## config.mk

```make
export PLATFORM = sky130hd
export DESIGN_NAME = intersection_phase_scheduler
export DESIGN_NICKNAME = d
export VERILOG_FILES = /design/src/rtl/intersection_phase_scheduler.sv
export SDC_FILE = /design/constraint.sdc
export NUM_CORES = 1
export LEC_CHECK = 0
export ABC_AREA = 1
export CORE_ASPECT_RATIO = 0.75
export CORE_UTILIZATION = 51
export DETAILED_ROUTE_END_ITERATION = 10
export PLACE_DENSITY_LB_ADDON = 0.2
export SETUP_SLACK_MARGIN = 0.15
export SYNTH_ARGS = -nofsm -noshare
export SYNTH_HDL_FRONTEND = slang
export SYNTH_SLANG_ARGS = --single-unit
```

## constraint.sdc

```tcl
create_clock -name clk -period 1.5 [get_ports clk]
set_clock_uncertainty 0.1 [all_clocks]
set_input_delay 0.225 -clock clk [delete_from_list [all_inputs] [get_ports clk]]
set_output_delay 0.225 -clock clk [all_outputs]
set_load 0.1 [all_outputs]
```

## src/rtl/intersection_phase_scheduler.sv

```systemverilog
// Two-road intersection sequencer: 1 s prescaler, per-phase countdown, pedestrian latch/serve, lamp decode.
// Optional build macro SIDE_SENSOR_EN adds the side_car input and lets MAIN green rest until demand appears.
module intersection_phase_scheduler #(
  parameter int unsigned TICK_DIV   = 10_000_000,
  parameter int unsigned MAIN_GREEN = 15,
  parameter int unsigned SIDE_GREEN = 10,
  parameter int unsigned YELLOW_T   = 3,
  parameter int unsigned ALLRED_T   = 1,
  parameter int unsigned MIN_GREEN  = 5,
  parameter int unsigned CNT_W      = 8
) (
  input  logic             clk,
  input  logic             rst_n,
  input  logic             ped_req,
`ifdef SIDE_SENSOR_EN
  input  logic             side_car,
`endif
  output logic             main_r,
  output logic             main_y,
  output logic             main_g,
  output logic             side_r,
  output logic             side_y,
  output logic             side_g,
  output logic             walk,
  output logic             ped_ack,
  output logic [CNT_W-1:0] countdown,
  output logic [2:0]       phase,
  output logic             tick
);

  localparam int unsigned DIV_W = $clog2(TICK_DIV);

  typedef enum logic [2:0] {
    MAIN_G = 3'd0,
    MAIN_Y = 3'd1,
    CLR1   = 3'd2,
    SIDE_G = 3'd3,
    SIDE_Y = 3'd4,
    CLR2   = 3'd5
  } state_e;

  state_e             state_q, state_d;
  logic [CNT_W-1:0]   cnt_q, cnt_d;
  logic [DIV_W-1:0]   div_q, div_d;
  logic               pending_q, pending_d;
  logic               served_q, served_d;
  logic               ack_q, ack_d;
  logic               tick_w;
  logic               may_advance;
  logic               enter_side;

  function automatic state_e next_of(input state_e s);
    case (s)
      MAIN_G:  next_of = MAIN_Y;
      MAIN_Y:  next_of = CLR1;
      CLR1:    next_of = SIDE_G;
      SIDE_G:  next_of = SIDE_Y;
      SIDE_Y:  next_of = CLR2;
      default: next_of = MAIN_G;
    endcase
  endfunction

  function automatic logic [CNT_W-1:0] dur_of(input state_e s);
    case (s)
      MAIN_Y, SIDE_Y: dur_of = CNT_W'(YELLOW_T);
      CLR1, CLR2:     dur_of = CNT_W'(ALLRED_T);
      SIDE_G:         dur_of = CNT_W'(SIDE_GREEN);
      default:        dur_of = CNT_W'(MAIN_GREEN);
    endcase
  endfunction

  assign tick_w = (div_q == DIV_W'(TICK_DIV - 1));

`ifdef SIDE_SENSOR_EN
  // MAIN green may only give way when someone is actually waiting on the side road.
  assign may_advance = (state_q != MAIN_G) || side_car || pending_q;
`else
  assign may_advance = 1'b1;
`endif

  // NOTE: reset is synchronous here, so it lives inside the clocked branch rather than the sensitivity list.
  always_ff @(posedge clk) begin
    if (!rst_n) begin
      state_q   <= MAIN_G;
      cnt_q     <= CNT_W'(MAIN_GREEN);
      div_q     <= '0;
      pending_q <= 1'b0;
      served_q  <= 1'b0;
      ack_q     <= 1'b0;
    end else begin
      state_q   <= state_d;
      cnt_q     <= cnt_d;
      div_q     <= div_d;
      pending_q <= pending_d;
      served_q  <= served_d;
      ack_q     <= ack_d;
    end
  end

  always_comb begin
    state_d    = state_q;
    cnt_d      = cnt_q;
    served_d   = served_q;
    ack_d      = 1'b0;
    enter_side = 1'b0;
    div_d      = tick_w ? '0 : div_q + 1'b1;
    if (state_q > CLR2) begin
      state_d  = MAIN_G;
      cnt_d    = CNT_W'(MAIN_GREEN);
      served_d = 1'b0;
    end else if (tick_w) begin
      if (cnt_q == CNT_W'(1) && may_advance) begin
        state_d  = next_of(state_q);
        cnt_d    = dur_of(state_d);
        served_d = 1'b0;
        if (state_d == SIDE_G) begin
          enter_side = 1'b1;
          served_d   = pending_q;
          ack_d      = pending_q;
        end
      end else if (state_q == MAIN_G && pending_q && cnt_q > CNT_W'(MIN_GREEN)) begin
        cnt_d = CNT_W'(MIN_GREEN);
      end else if (cnt_q != CNT_W'(1)) begin
        cnt_d = cnt_q - 1'b1;
      end
    end
    // A new press in the serving cycle survives so it is served on the next round.
    pending_d = ped_req || (pending_q && !enter_side);
  end

  always_comb begin
    main_r = 1'b1;
    main_y = 1'b0;
    main_g = 1'b0;
    side_r = 1'b1;
    side_y = 1'b0;
    side_g = 1'b0;
    case (state_q)
      MAIN_G: begin main_g = 1'b1; main_r = 1'b0; end
      MAIN_Y: begin main_y = 1'b1; main_r = 1'b0; end
      SIDE_G: begin side_g = 1'b1; side_r = 1'b0; end
      SIDE_Y: begin side_y = 1'b1; side_r = 1'b0; end
      default: ;
    endcase
    walk      = (state_q == SIDE_G) && served_q;
    ped_ack   = ack_q;
    countdown = cnt_q;
    phase     = state_q;
    tick      = tick_w;
  end

endmodule
```

==> impl_metrics.env, run 1 <==
export IMPL_initial_core_util_pct=54.2
export IMPL_htree_num_levels=2
export IMPL_cts_sinks=38
export IMPL_yosysUniqueCellTypes=28
export IMPL_ys_async_sr_fraction_pct=0
export IMPL_outcome="stopped before the end"
export IMPL_ios=23
export IMPL_stop_stage="global routing"
export IMPL_synth_most_common_cell="nand2_1"
export IMPL_dieWidth_um=78.2
export IMPL_synth_top_area_share_pct=34.2
export IMPL_yosys_top_cells_area="dfxtp_1 (34%), nand2_1 (12%), nor2_1 (11%), inv_1 (8.9%), nand3_1 (6.1%)"
export IMPL_yosysSeqAreaShare_pct=34.2
export IMPL_dp_hpwl_um=5120
export IMPL_cts_hold_buf=0
export IMPL_synth_nets=348
export IMPL_die_h_um=59.2
export IMPL_synth_area_um2=2220
export IMPL_yosys_area_top_type="dfxtp_1"
export IMPL_port_buffers=22
export IMPL_cts_root_buf="clkbuf_8"
export IMPL_worst_endpoint="tick"
export IMPL_synthCells=342
export IMPL_synth_common_cells="nand2_1 (69), nor2_1 (68), inv_1 (53)"
export IMPL_cts_max_path_buffers=2
export IMPL_row_count=20
export IMPL_yosys_warnings=0
export IMPL_synth_edf_count=0
export IMPL_error="[ERROR DPL-0038] Utilization greater than 100%, impossible to legalize"
export IMPL_ys_ff_latch=38
export IMPL_numPlacedInstances=469
export IMPL_grt_max_degree=13
export IMPL_syn_avg_cell_area_um2=6.50
export IMPL_worst_path_end_type="top-level output"
export IMPL_ys_flop_type="dfxtp_1"
export IMPL_gp_congestion=0.902
export IMPL_cts_buffers=5
through the flow:
step	setup WS [ns]	cell area (um^2)
floorplan	-0.771	2510
global placement	-0.0646	3400
detailed placement	-0.113	3400
CTS	-0.352	3820
cells by family after synthesis:
logic type	count (synthesis)	share of synthesized area [%]
simple gates	201	41.9
fa+ha+maj	3	1.69
buf+inv	58	10.9
flops	38	34.2
xor+xnor	11	4.33
compound gates	31	7.03
timing repair:
item,in CTS
gates resized for setup,35
endpoints found under the setup margin,46
hold endpoints to repair,0
setup buffers,21
gates cloned,1
pin swaps,16
==> run 2: changes to the inputs <==
--- a/config.mk
+++ b/config.mk
@@ -6,11 +6,9 @@
 export NUM_CORES = 1
 export LEC_CHECK = 0
 export ABC_AREA = 1
-export CORE_ASPECT_RATIO = 0.75
-export CORE_UTILIZATION = 51
+export CORE_UTILIZATION = 40
 export DETAILED_ROUTE_END_ITERATION = 10
-export PLACE_DENSITY_LB_ADDON = 0.2
-export SETUP_SLACK_MARGIN = 0.15
+export PLACE_DENSITY_LB_ADDON = 0.15
 export SYNTH_ARGS = -nofsm -noshare
 export SYNTH_HDL_FRONTEND = slang
 export SYNTH_SLANG_ARGS = --single-unit
==> constraint.sdc (replaced) <==
create_clock -name clk -period 1.95 [get_ports clk]
set_clock_uncertainty 0.1 [all_clocks]
set_input_delay 0.2925 -clock clk [delete_from_list [all_inputs] [get_ports clk]]
set_output_delay 0.2925 -clock clk [all_outputs]
set_load 0.1 [all_outputs]
==> impl_metrics.env, run 2 <==
export IMPL_ys_ff_latch=38
export IMPL_dp_hpwl_um=3950
export IMPL_path_buf_inv=2
export IMPL_htree_num_levels=2
export IMPL_cts_root_buf="clkbuf_8"
export IMPL_dieArea_um2=5860
export IMPL_outcome="finished, final reports clean"
export IMPL_syn2layout_area_growth_pct=32.0
export IMPL_cap_violations=0
export IMPL_fill_cells=524
export IMPL_ys_async_sr_fraction_pct=0
export IMPL_synth_area_um2=2220
export IMPL_antenna_found_initial=0
export IMPL_synth_edf_count=0
export IMPL_slowest_stage="dfxtp_2"
export IMPL_critPathRequiredTime_ns=1.56
export IMPL_peakVddDrop_v=0.000478
export IMPL_initial_core_util_pct=42.5
export IMPL_vias=2144
export IMPL_regMostFlops="div_q"
export IMPL_clk_latency_ns=0.29
export IMPL_startpoint_type="flop"
export IMPL_port_buffers=22
export IMPL_seqCellArea_um2=785
export IMPL_grt_usage_pct=18.4
export IMPL_ant_nets=0
export IMPL_worstPathArrival_ns=1.51
export IMPL_worstPathCellList="ha_4, nand3_4, nor2_4, nand4_1, clkinvlp_4, buf_12"
export IMPL_antenna_cells=0
export IMPL_wl_um=5090
export IMPL_dieWidth_um=76.6
export IMPL_synthCells=342
export IMPL_crit_path_end_kind="primary output"
export IMPL_grt_max_degree=13
export IMPL_die_h_um=76.6
export IMPL_synth_top_area_share_pct=34.2
export IMPL_gp_congestion=0.813
export IMPL_yosys_area_top_type="dfxtp_1"
export IMPL_final_cell_mix="nand2_1 (65), nor2_1 (60), inv_1 (48), nand3_1 (25), dfxtp_1 (25)"
export IMPL_synth_nets=348
export IMPL_relSlewSlack_pct=80.6
export IMPL_cts_buffers=5
export IMPL_overflow=0
export IMPL_crit_fanout=4
export IMPL_row_count=26
export IMPL_hold_class="flop to flop"
export IMPL_rsz0062_at_grt="yes"
export IMPL_multi_input_area_um2=1320
export IMPL_clkTransAtPathRegs_ns=0.06
export IMPL_synth_most_common_cell="nand2_1"
export IMPL_drt_iter0_drc=74
export IMPL_final_common_cell="nand2_1"
export IMPL_reg2reg_slack_ns=0.28
export IMPL_cp_top_family="simple AND/OR/NAND/NOR gates"
export IMPL_yosysSeqAreaShare_pct=34.2
export IMPL_min_from="pending_q"
export IMPL_finalSetupViolations=0
export IMPL_grt_pass1_vias=1888
export IMPL_max_stage_delay_ns=0.36
export IMPL_drive_gt1_share_pct=23.2
export IMPL_core_area_um2=5240
export IMPL_fmax_mhz=526
export IMPL_power_per_cell_area_nw_per_um2=510
export IMPL_r2r_start="countdown[0]"
export IMPL_cts_max_path_buffers=2
export IMPL_tritoncts="done"
export IMPL_grt_pass1_wl_um=8720
export IMPL_hold_end="pending_q"
export IMPL_ys_flop_type="dfxtp_1"
export IMPL_wl_per_cell_um=11.3
export IMPL_synth_common_cells="nand2_1 (69), nor2_1 (68), inv_1 (53)"
export IMPL_holdPathStages=2
export IMPL_layout_nets=385
export IMPL_cts_sinks=38
export IMPL_hold_viol_final=0
export IMPL_largest_reg_flops=24
export IMPL_drc=0
export IMPL_path_class="flop to primary output"
export IMPL_ios=23
export IMPL_slew_viol_final=0
export IMPL_timing_setup_tns_ns=0
export IMPL_layout_min_cycle_time_ns=1.90
export IMPL_tightest_slew_ns=0.288
export IMPL_yosys_top_cells_area="dfxtp_1 (34%), nand2_1 (12%), nor2_1 (11%), inv_1 (8.9%), nand3_1 (6.1%)"
export IMPL_yosys_warnings=0
export IMPL_viasPerCell=4.76
export IMPL_reg2reg_depth=8
export IMPL_period_share_pct=97.5
export IMPL_firstDrtPassIters=4
export IMPL_yosysUniqueCellTypes=28
export IMPL_r2r_end="countdown[5]"
export IMPL_crit_path_start="div_q[1]"
export IMPL_power_total_mw=1.50
export IMPL_syn_avg_cell_area_um2=6.50
export IMPL_leakage_nw=1.15
-- run 2: worst reg2reg max path: cells and delay by family (launching register included) --
family,cells,cell delay (ns)
AO/OA/AOI/OAI,1,0.17
AND/OR/NAND/NOR,5,0.61
adder cells (fa/ha/maj),1,0.26
flip-flops,1,0.36
buffers and inverters,1,0.07
-- run 2: final cells by class --
| type | instances | share of cell area [%] |
|---|---|---|
| multi-input cells | 246 | 44.9 |
| clock inverters | 3 | 1.36 |
| inverters | 56 | 7.72 |
| well taps | 70 | 2.99 |
| repair buffers | 32 | 13.9 |
| flip-flops and latches | 38 | 26.7 |
| clock buffers | 5 | 2.35 |
-- run 2: stage by stage --
stage | worst slack (ns) | instances | area, um^2 | utilization, % | hold WS [ns]
after CTS | 0.00909 | 448 | 2900 | 55.3 | 0.361
after global routing | -0.0611 | 450 | 2930 | 56.0 | 0.401
after floorplan | -0.329 | 342 | 2300 | - | 0.323
final | 0.0483 | 450 | 2930 | 56.0 | 0.382
after global placement | 0.164 | 439 | 2740 | 52.3 | 0.345
after detailed placement | 0.114 | 439 | 2740 | 52.3 | 0.354
-- run 2: worst max-delay path by stage --
| stage | endpoint | slack (ns) | cells after the start |
|---|---|---|---|
| 3_5_place_dp | tick | 0.11 | 6 |
| 2_1_floorplan | phase[2] | -0.33 | 7 |
| 4_1_cts | tick | 0.009 | 6 |
| 3_3_place_gp | tick | 0.16 | 6 |
| 5_1_grt | tick | -0.06 | 6 |
| 6_report | tick | 0.05 | 6 |
-- run 2: kinds of logic (layout without fill, tap and decap cells) --
group	count (synthesis)	count (layout)	share of synthesized area [%]
compound gates	31	31	7.03
xor+xnor	11	11	4.33
fa+ha+maj	3	3	1.69
buf+inv	58	96	10.9
flops	38	38	34.2
simple gates	201	201	41.9
-- run 2: what timing repair did --
action | in CTS | in global routing
pin swaps | 2 | 3
setup endpoints to repair | 1 | 1
buffers inserted | 1 | 2
cloned | 0 | 0
hold buffers | 0 | 0
gates resized for setup | 10 | 10
-- run 2: power breakdown --
part	internal [mW]	switching [mW]	total (mW)
Sequential	0.779	0.00827	0.788
Clock	0.376	0.277	0.653
Combinational	0.0238	0.0312	0.0550
Total	1.18	0.316	1.50
-- run 2: routing by layer --
metal	vias up	GRT usage [%]	share of wire, %
li1	1150	-	-
met1	947	26.0	51
met2	41	28.2	45
met3	6	2.87	3.4
met4	0	6.35	1.2
met5	-	0	0
No activity file was read; power rests on OpenSTA's default activity.
==> run 3: changes to the inputs <==
==> constraint.sdc (replaced) <==
create_clock -name clk -period 2.3 [get_ports clk]
set_clock_uncertainty 0.1 [all_clocks]
set_input_delay 0.345 -clock clk [delete_from_list [all_inputs] [get_ports clk]]
set_output_delay 0.345 -clock clk [all_outputs]
set_load 0.1 [all_outputs]
==> impl_metrics.env, run 3 (same netlist as run 2, synthesis figures left out) <==
export IMPL_outcome="finished, final reports clean"
export IMPL_cap_violations=0
export IMPL_drive_gt1_share_pct=16.8
export IMPL_clkTransAtPathRegs_ns=0.07
export IMPL_row_count=26
export IMPL_cts_root_buf="clkbuf_8"
export IMPL_r2r_start="div_q[0]"
export IMPL_path_class="flop to primary output"
export IMPL_crit_path_start="div_q[0]"
export IMPL_htree_num_levels=2
export IMPL_vias=2106
export IMPL_finalSetupViolations=0
export IMPL_finalHoldWorstSlack_ns=0.363
export IMPL_worstPathCellList="ha_1, nand3_4, nor2_4, nand4_1, inv_2, buf_12"
export IMPL_port_buffers=22
export IMPL_wl_per_cell_um=11.3
export IMPL_cp_depth=6
export IMPL_reg2reg_depth=7
export IMPL_final_common_cell="nand2_1"
export IMPL_clk_latency_ns=0.29
export IMPL_initial_core_util_pct=42.5
export IMPL_tightest_slew_ns=0.311
export IMPL_critPathRequiredTime_ns=1.86
export IMPL_grt_pass1_wl_um=8760
export IMPL_path_buf_inv=2
export IMPL_period_share_pct=95.3
export IMPL_grt_max_degree=13
export IMPL_met2_length_um=2190
export IMPL_power_per_cell_area_nw_per_um2=509
export IMPL_peakVddDrop_v=0.000656
export IMPL_cp_top_family="simple AND/OR/NAND/NOR gates"
export IMPL_min_from="div_q[0]"
export IMPL_cts_buffers=5
export IMPL_regMostFlops="div_q"
export IMPL_overflow=0
export IMPL_slowest_stage="dfxtp_1"
export IMPL_ant_nets=0
export IMPL_tritoncts="done"
export IMPL_die_h_um=76.6
export IMPL_antenna_found_initial=0
export IMPL_dp_hpwl_um=3920
export IMPL_final_cell_mix="nand2_1 (69), nor2_1 (63), inv_1 (50), dfxtp_1 (35), nand3_1 (25)"
export IMPL_relSlewSlack_pct=79.1
export IMPL_viasPerCell=4.72
export IMPL_wl_um=5030
export IMPL_power_total_mw=1.41
export IMPL_slew_viol_final=0
export IMPL_wl_met3_um=140
export IMPL_syn2layout_area_growth_pct=24.7
export IMPL_hold_viol_final=0
export IMPL_startpoint_type="flop"
export IMPL_drt_iter0_drc=110
export IMPL_firstDrtPassIters=4
export IMPL_crit_path_end_kind="primary output"
export IMPL_layout_min_cycle_time_ns=2.19
export IMPL_top_layer_used="met4"
export IMPL_gp_congestion=0.781
export IMPL_dieArea_um2=5860
export IMPL_cts_sinks=38
export IMPL_crit_fanout=4
export IMPL_drt_met1_wl_um=2650
export IMPL_worstPathArrival_ns=1.75
export IMPL_layout_nets=381
export IMPL_grt_pass1_vias=1968
export IMPL_dieWidth_um=76.6
export IMPL_ios=23
export IMPL_leakage_nw=1.13
export IMPL_cts_max_path_buffers=2
export IMPL_hold_class="flop to flop"
export IMPL_fmax_mhz=456
export IMPL_antenna_cells=0
export IMPL_cts_hold_buf=0
export IMPL_grt_usage_pct=18.4
export IMPL_largest_reg_flops=24
export IMPL_max_stage_delay_ns=0.37
export IMPL_holdPathStages=1
export IMPL_fill_cells=525
export IMPL_drc=0
export IMPL_core_area_um2=5240
==> run 3: cell types whose count changed in the layout (fill, tap and decap cells not counted), moves of 3 or more <==
| cell | change |
|---|---|
| dfxtp_2 | -9 |
| buf_12 | -8 |
| nor2_1 | +3 |
| dfxtp_1 | +10 |
| nand2_1 | +4 |
| buf_4 | +4 |
| nand2_2 | -3 |
| nor2_2 | -3 |
==> run 3: repair_timing <==
item / in CTS / in global routing
gates resized for setup: 2 / 3
setup endpoints to repair: 1 / 1
setup buffers: 0 / 2
cloned: 0 / 0
pin swaps: 1 / 1
==> run 3: per-layer routing <==
metal	vias to the layer above	global-route usage, %
met5	-	0
met4	0	5.00
met3	6	3.71
met2	28	29.2
met1	925	25.3
li1	1147	-
==> run 3: through the flow <==
stage	utilization [%]	setup TNS, ns	instance area, um^2	setup slack, ns	cells
6_report	52.9	0	2770	0.109	446
3_5_place_dp	49.5	0	2590	0.235	436
4_1_cts	52.3	0	2740	0.00145	444
5_1_grt	52.9	-0.0249	2770	-0.0249	446
3_3_place_gp	49.5	0	2590	0.318	436
2_1_floorplan	-	-0.00144	2280	-0.00144	342
==> run 3: power by group <==
group | leakage [nW] | internal (mW) | total (mW) | switching [mW]
Clock | 0.0714 | 0.463 | 0.704 | 0.241
Combinational | 0.748 | 0.0162 | 0.0423 | 0.0261
Sequential | 0.309 | 0.661 | 0.666 | 0.00545
==> run 3: area by class of cell <==
class	count	area, um^2	area share, %
tap	70	87.6	3.16
clock inverter	2	60.1	2.17
sequential	38	769	27.8
clock buffer	6	82.6	2.98
multi-input combinational	246	1280	46.1
inverter	56	216	7.81
timing repair buffer	28	278	10.0
==> run 3: path summary, 6_finish.rpt <==
path / slack (ns) / to
setup / recovery: 0.11 / tick
hold reg to reg: 0.36 / div_q[0]
setup reg to reg: 0.53 / div_q[5]
hold / removal: 0.36 / div_q[0]
==> run 4: changes to the inputs <==
--- a/config.mk
+++ b/config.mk
@@ -12,3 +12,4 @@
 export SYNTH_ARGS = -nofsm -noshare
 export SYNTH_HDL_FRONTEND = slang
 export SYNTH_SLANG_ARGS = --single-unit
+export TNS_END_PERCENT = 30
==> results of run 4 <==
Final layout, timing and power as in run 3 (identical DEF).
